$ cat src/rtl/uart_tx_frame.sv
// UART frame serializer: start bit, LSB-first data, optional parity, 1 or 2 stop bits.
// One bit per baud_tick; frame fields are captured at the valid/ready handshake.
module uart_tx_frame #(
  parameter int DATA_WIDTH = 8
) (
  input  logic                  clk,
  input  logic                  rst,
  input  logic                  baud_tick,
  input  logic                  tx_valid,
  output logic                  tx_ready,
  input  logic [DATA_WIDTH-1:0] data_in,
  input  logic [1:0]            parity_type,
  input  logic                  parity_in,
  input  logic                  stop_bits,
  output logic                  tx_out,
  output logic                  tx_busy,
  output logic                  tx_done,
  output logic [2:0]            state_dbg
);

  // Handshake: a transfer happens at a rising edge where tx_valid && tx_ready;
  // tx_ready is high only in IDLE and valid while busy is simply ignored.

  localparam int IDX_W = (DATA_WIDTH > 1) ? $clog2(DATA_WIDTH) : 1;
  localparam logic [IDX_W-1:0] LAST_IDX = IDX_W'(DATA_WIDTH - 1);

  typedef enum logic [2:0] {
    S_IDLE   = 3'd0,
    S_ARM    = 3'd1,
    S_START  = 3'd2,
    S_DATA   = 3'd3,
    S_PARITY = 3'd4,
    S_STOP   = 3'd5
  } state_t;

  state_t                  state, state_n;
  logic [IDX_W-1:0]        bit_idx, bit_idx_n;
  logic                    stop_idx, stop_idx_n;
  logic [DATA_WIDTH-1:0]   data_q;
  logic [1:0]              ptype_q;
  logic                    par_q;
  logic                    stop_q;
  logic                    line_n;
  logic                    done_n;
  logic                    accept;
  logic                    par_en;

  assign accept  = tx_valid && (state == S_IDLE);
  assign par_en  = (ptype_q == 2'b01) || (ptype_q == 2'b10);

  always_comb begin
    state_n    = state;
    bit_idx_n  = bit_idx;
    stop_idx_n = stop_idx;
    done_n     = 1'b0;
    case (state)
      S_IDLE: begin
        if (tx_valid) state_n = S_ARM;
      end
      // ARM absorbs any tick coinciding with acceptance so the start bit is a full period.
      S_ARM: begin
        if (baud_tick) state_n = S_START;
      end
      S_START: begin
        if (baud_tick) begin
          state_n   = S_DATA;
          bit_idx_n = '0;
        end
      end
      S_DATA: begin
        if (baud_tick) begin
          if (bit_idx == LAST_IDX) begin
            if (par_en) begin
              state_n = S_PARITY;
            end else begin
              state_n    = S_STOP;
              stop_idx_n = 1'b0;
            end
          end else begin
            bit_idx_n = bit_idx + IDX_W'(1);
          end
        end
      end
      S_PARITY: begin
        if (baud_tick) begin
          state_n    = S_STOP;
          stop_idx_n = 1'b0;
        end
      end
      S_STOP: begin
        if (baud_tick) begin
          if (!stop_idx && stop_q) begin
            stop_idx_n = 1'b1;
          end else begin
            state_n = S_IDLE;
            done_n  = 1'b1;
          end
        end
      end
      default: state_n = S_IDLE;
    endcase

    // Line value is derived from the next state so tx_out moves with the state register.
    case (state_n)
      S_START:  line_n = 1'b0;
      S_DATA:   line_n = data_q[bit_idx_n];
      S_PARITY: line_n = par_q;
      default:  line_n = 1'b1;
    endcase
  end

  always_ff @(posedge clk) begin
    if (rst) begin
      state    <= S_IDLE;
      bit_idx  <= '0;
      stop_idx <= 1'b0;
      tx_out   <= 1'b1;
      tx_done  <= 1'b0;
      data_q   <= '0;
      ptype_q  <= 2'b00;
      par_q    <= 1'b0;
      stop_q   <= 1'b0;
    end else begin
      state    <= state_n;
      bit_idx  <= bit_idx_n;
      stop_idx <= stop_idx_n;
      tx_out   <= line_n;
      tx_done  <= done_n;
      if (accept) begin
        data_q  <= data_in;
        ptype_q <= parity_type;
        par_q   <= parity_in;
        stop_q  <= stop_bits;
      end
    end
  end

  assign tx_ready  = (state == S_IDLE);
  assign tx_busy   = (state != S_IDLE);
  assign state_dbg = state;

endmodule

$ cat config.mk
export PLATFORM = sky130hd
export DESIGN_NAME = uart_tx_frame
export DESIGN_NICKNAME = d
export VERILOG_FILES = /design/src/rtl/uart_tx_frame.sv
export SDC_FILE = /design/constraint.sdc
export NUM_CORES = 1
export LEC_CHECK = 0
export CORE_ASPECT_RATIO = 1.25
export CORE_MARGIN = 3
export CORE_UTILIZATION = 45
export DETAILED_ROUTE_END_ITERATION = 8
export PLACE_DENSITY_LB_ADDON = 0.2
export SLEW_MARGIN = 10
export SYNTH_ARGS = -nofsm -noshare
export SYNTH_HDL_FRONTEND = slang
export SYNTH_SLANG_ARGS = --single-unit
$ cat constraint.sdc
create_clock -name clk -period 4.8 [get_ports clk]
set_clock_uncertainty 0.05 [all_clocks]
set_input_delay 0.96 -clock clk [delete_from_list [all_inputs] [get_ports clk]]
set_output_delay 0.96 -clock clk [all_outputs]
set_load 0.005 [all_outputs]
==> results of run 1 <==
-- through the flow --
step	util (%)	area [µm²]	hold WS [ns]	std cells
floorplan	-	1210	0.381	158
global placement	56.3	1410	0.396	202
detailed placement	56.3	1410	0.406	202
CTS	57.3	1430	0.422	206
global route	57.3	1430	0.442	206
finish	57.3	1430	0.422	206
-- where the power goes --
group	internal, mW	total [mW]	switching (mW)
combinational	0.0338	0.0664	0.0326
sequential	0.183	0.195	0.0115
clock	0.0324	0.0844	0.0520
-- cells by family (layout without fill, tap and decap cells) --
family,after synthesis,in the layout
AOI/OAI and AO/OA,52,52
xor gates and xnor gates,2,2
adders and majority gates,1,1
buffers and inverters,17,32
DFF,21,21
and+or+nand+nor,65,65
-- cell type report --
| type | count | area share (%) |
|---|---|---|
| Multi-Input combinational cell | 120 | 49.0 |
| Clock buffer | 4 | 1.83 |
| Sequential cell | 21 | 29.3 |
| Inverter | 6 | 1.57 |
| Tap cell | 33 | 2.88 |
| Timing Repair Buffer | 22 | 15.4 |
-- Yosys cell counts (2+ instances only) --
master     n  area, µm²
nand3_1    2       10.0
a32oi_1    3       26.3
inv_1      6       22.5
and2_1     4       25.0
buf_4      2       15.0
nand2_1   32        120
buf_2      3       15.0
nor3_1     3       15.0
a31oi_1    2       12.5
nor2_1    10       37.5
and3_1     2       12.5
a211o_1    2       17.5
clkbuf_1   4       15.0
a21o_1     2       15.0
nor4_1     2       12.5
o21ai_0    7       35.0
a311oi_1   2       17.5
a21oi_1   19       95.1
nor2b_1    3       18.8
dfxtp_1   21        420
a211oi_1   2       15.0
-- final timing paths --
path | to | slack [ns]
setup / recovery | tx_busy | 1.91
hold / removal | par_q | 0.42
setup reg to reg | tx_out | 2.23
hold reg to reg | par_q | 0.42
-- worst max-delay path, cell delays in order, from the launching register on --
cell             delay, ns
dfxtp_1               0.78
nor3_1                0.21
inv_1                 0.09
clkdlybuf4s50_1       0.50
-- layer usage --
metal	vias up	global-route usage, %
li1	597	-
met1	535	21.7
met2	41	29.7
met3	4	2.10
met4	0	5.75
met5	-	0
-- sequential cells by signal (all words and copies together), names as in the netlist --
signal     flops
bit_idx        3
data_q         8
par_q          1
ptype_q        2
state_dbg      3
stop_idx       1
stop_q         1
tx_done        1
tx_out         1
==> flow_summary.toml, run 1 <==
[status]
status = "finished, final reports clean"

[final_layout]
nets = 191
ff_latch_area_um2 = 420
drive_gt1_share_pct = 4.05
final_cell_mix = "nand2_1, clkdlybuf4s50_1, dfxtp_1"
multi_input_area_um2 = 703
mostFrequentLayoutCell = "nand2_1"
num_antenna_cells = 0
area_growth_pct = 18.9
nFillCells = 250

[routing]
wl_met1_um = 1210
drt_iter0_drc = 38
wl_per_cell_um = 13.4
top_layer_used = "met4"
wirelength_um = 2760
routed_via_density = 5.71
drc_errors = 0
wl_met3_um = 160
wl_met2_um = 1350
ant_nets = 0
vias = 1177
dr.pass1.iters = 4

[floorplan]
chipHeight_um = 63.9
die-area_um2 = 3340
start_util_pct = 48.2
rows = 20
ios = 23
coreArea_um2 = 2500
dieWidth_um = 52.3

[job]
drv_cap = 0

[clock_network]
tritoncts = "done"
numCtsBuffers = 3
cts_hold_buf = 0
clk_path_buf_depth = 2
postCtsSetupBuffers = 0
clk_pin_slew_ns = 0.11
cts-root-buf = "clkbuf_4"
cts_resized = 0
htree_levels = 1
cts_sinks = 21
clock_latency_ns = 0.30

[power_and_ir_drop]
power.leakage_nw = 0.529
vdd_drop_max_mv = 0.195
p_total_mw = 0.345
p_per_area_nw_per_um2 = 241

[global_route]
grt_max_degree = 22
grt_pass1_vias = 1048
grt-ovfl-total = 0
grtUsageTotal_pct = 17.3
grt_pass1_wl_um = 4550
antenna_found_initial = 0

[place]
io_buffers = 22
gp_congestion = 0.887
dp_slack_ns = 1.79
dp_hpwl_um = 2030

[setup_path]
arrival_ns = 1.88
cp-end-kind = "output pin"
path_max_fanout = 19
crit_path_start = "state_dbg[0]"
cp-start-kind = "register"
rr_startpoint = "bit_idx[0]"
path_class = "reg -> out"
cp.required_ns = 3.79
r2r_cells = 7

[yosys]
yosys_warnings = 0
muxShareOfSynthArea_pct = 0
synth_top_family_by_area = "compound AO/OA/AOI/OAI gates"
synthSimpleGateAreaFrac_pct = 25.6
ys_ff_latch = 21
syn_area_um2 = 1210
synthAdderAreaFrac_pct = 1.04
yosysSeqAreaShare_pct = 34.9
synth_edf_count = 0
synth.distinct_cells = 46
syn_area_per_cell_um2 = 7.63
ys.flop_type = "dfxtp_1"
synth_compound_area_share_pct = 30.2
synthCells = 158
synthXorXnorAreaFrac_pct = 1.45
synthArstFlopShare_pct = 0
syn-num-nets = 175

[sta]
fin_crit_sh_pct = 60.2
fmaxAchievable_mhz = 346
tns_ns = 0
period_minus_slack_ns = 2.89
rsz0062_at_grt = "false"
slew_headroom_pct = 49.7
hold_viol_final = 0
setup_viol = 0
worst_slack_ns = 1.91
worst_slew_pin_slew_ns = 0.753
drv_slew = 0

[min_path]
hp-start = "par_q"
min_path_type = "reg -> reg"
holdPathStages = 2
No activity file was read; power rests on OpenSTA's default activity.
==> run 2, diff against run 1 <==
==> constraint.sdc (replaced) <==
create_clock -name clk -period 2.4 [get_ports clk]
set_clock_uncertainty 0.05 [all_clocks]
set_input_delay 0.48 -clock clk [delete_from_list [all_inputs] [get_ports clk]]
set_output_delay 0.48 -clock clk [all_outputs]
set_load 0.005 [all_outputs]
==> flow_summary.toml, run 2 (synthesis results as in run 1) <==
[status]
status = "finished, final reports clean"

[setup_path]
arrival_ns = 1.57
path_max_fanout = 10
crit_slowest_cell = "clkdlybuf4s50_1"
cp.required_ns = 1.87
path_class = "reg -> out"
path_delay_family = "buffers and inverters"
max_stage_delay_ns = 0.56
cp_num_buf_inv = 1
r2r_slack_ns = 0.32
path_cells = "nor3_2 > clkdlybuf4s50_1"
cp-start-kind = "register"
cp-end-kind = "output pin"

[floorplan]
dieWidth_um = 52.3
die-area_um2 = 3340
chipHeight_um = 63.9
rows = 20
coreArea_um2 = 2500
ios = 23
start_util_pct = 48.2

[power_and_ir_drop]
p_per_area_nw_per_um2 = 474
power.leakage_nw = 0.566
vdd_drop_max_mv = 0.315

[routing]
drc_errors = 0
drt_iter0_drc = 58
wirelength_um = 2980
vias = 1238
ant_nets = 0
dr.pass1.iters = 4
routed_via_density = 5.81
wl_per_cell_um = 14.0

[sta]
period_minus_slack_ns = 2.10
drv_slew = 0
hold_viol_final = 0
fin_crit_sh_pct = 87.6
worst_slew_pin_slew_ns = 0.400
fmaxAchievable_mhz = 475
setup_viol = 0
tns_ns = 0
slew_headroom_pct = 73.4
rsz0062_at_grt = "false"

[global_route]
grt_pass1_vias = 1096
grt_max_degree = 21
grt-ovfl-total = 0
grtUsageTotal_pct = 18.3
grt_pass1_wl_um = 4650
antenna_found_initial = 0

[clock_network]
tritoncts = "done"
htree_levels = 1
cts_sinks = 21
postCtsSetupBuffers = 0
clk_path_buf_depth = 2
numCtsBuffers = 3
cts-root-buf = "clkbuf_4"
cts_hold_buf = 0
clk_pin_slew_ns = 0.10
clock_latency_ns = 0.31

[job]
drv_cap = 0

[final_layout]
postLayoutCellArea_um2 = 1490
regMostFlops = "data_q"
drive_gt1_share_pct = 8.33
nets = 198
num_antenna_cells = 0
fin_util_pct = 59.6
mostFrequentLayoutCell = "nand2_1"
area_growth_pct = 23.7
final_cell_mix = "nand2_1, clkdlybuf4s50_1, dfxtp_1"
largest_reg_flops = 8

[place]
io_buffers = 22
gp_congestion = 0.886
dp_hpwl_um = 2080
place_area_um2 = 1460

[min_path]
min_path_type = "reg -> reg"
run 2: cell types whose count changed in the layout (fill, tap and decap cells not counted), sizes merged:
cell  previous run  this run
buf              0         7
run 2: area by class of cell:
type / instances / area [µm²]
Fill cell: 244 / 1010
Inverter: 6 / 22.5
Clock buffer: 4 / 26.3
Tap cell: 33 / 41.3
Sequential cell: 21 / 420
Timing Repair Buffer: 29 / 273
Multi-Input combinational cell: 120 / 708
run 2: tightest hold or removal path, stage by stage, from the launching register on:
cell,delay [ns]
dfxtp_1,0.33
nand2_1,0.05
a21oi_1,0.05
run 2: power by group:
part | switching [mW] | internal (mW)
registers | 0.0142 | 0.366
logic | 0.0787 | 0.0747
clock network | 0.107 | 0.0650
run 2: timing repair:
| item | 4_1_cts | 5_1_grt |
|---|---|---|
| resized for setup | 0 | 1 |
| endpoints found under the hold margin | 0 | 0 |
| setup endpoints to repair | 0 | 1 |
run 2: worst paths after layout:
path / start / endpoint / cells after the start
worst max-delay path: state_dbg[2] / tx_ready / 2
worst min-delay path: par_q / par_q / 2
worst max register to register: bit_idx[1] / tx_out / 8
worst min register to register: par_q / par_q / 2
run 2: routing by layer:
metal  wire, µm  global-route usage [%]  part of all wire [%]
met1       1350                    22.1                    45
met2       1380                    30.3                    46
met3        171                    2.80                   5.7
met4         80                    9.58                   2.7
met5          0                       0                     0
run 2: stage by stage:
stage / setup WS (ns) / std cells / hold WS, ns / power, mW
3_5_place_dp: 0.113 / 209 / 0.404 / 0.540
5_1_grt: 0.175 / 213 / 0.456 / 0.743
3_3_place_gp: 0.145 / 209 / 0.400 / 0.537
6_report: 0.297 / 213 / 0.414 / 0.706
2_1_floorplan: 0.542 / 158 / 0.381 / 0.473
4_1_cts: 0.108 / 213 / 0.420 / 0.713
==> run 3, diff against run 2 <==
--- a/config.mk
+++ b/config.mk
@@ -10,7 +10,7 @@
 export CORE_UTILIZATION = 45
 export DETAILED_ROUTE_END_ITERATION = 8
 export PLACE_DENSITY_LB_ADDON = 0.2
-export SLEW_MARGIN = 10
+export SLEW_MARGIN = 20
 export SYNTH_ARGS = -nofsm -noshare
 export SYNTH_HDL_FRONTEND = slang
 export SYNTH_SLANG_ARGS = --single-unit
==> results of run 3 <==
Same layout as run 2: the final DEF is identical, and so are final timing and power.
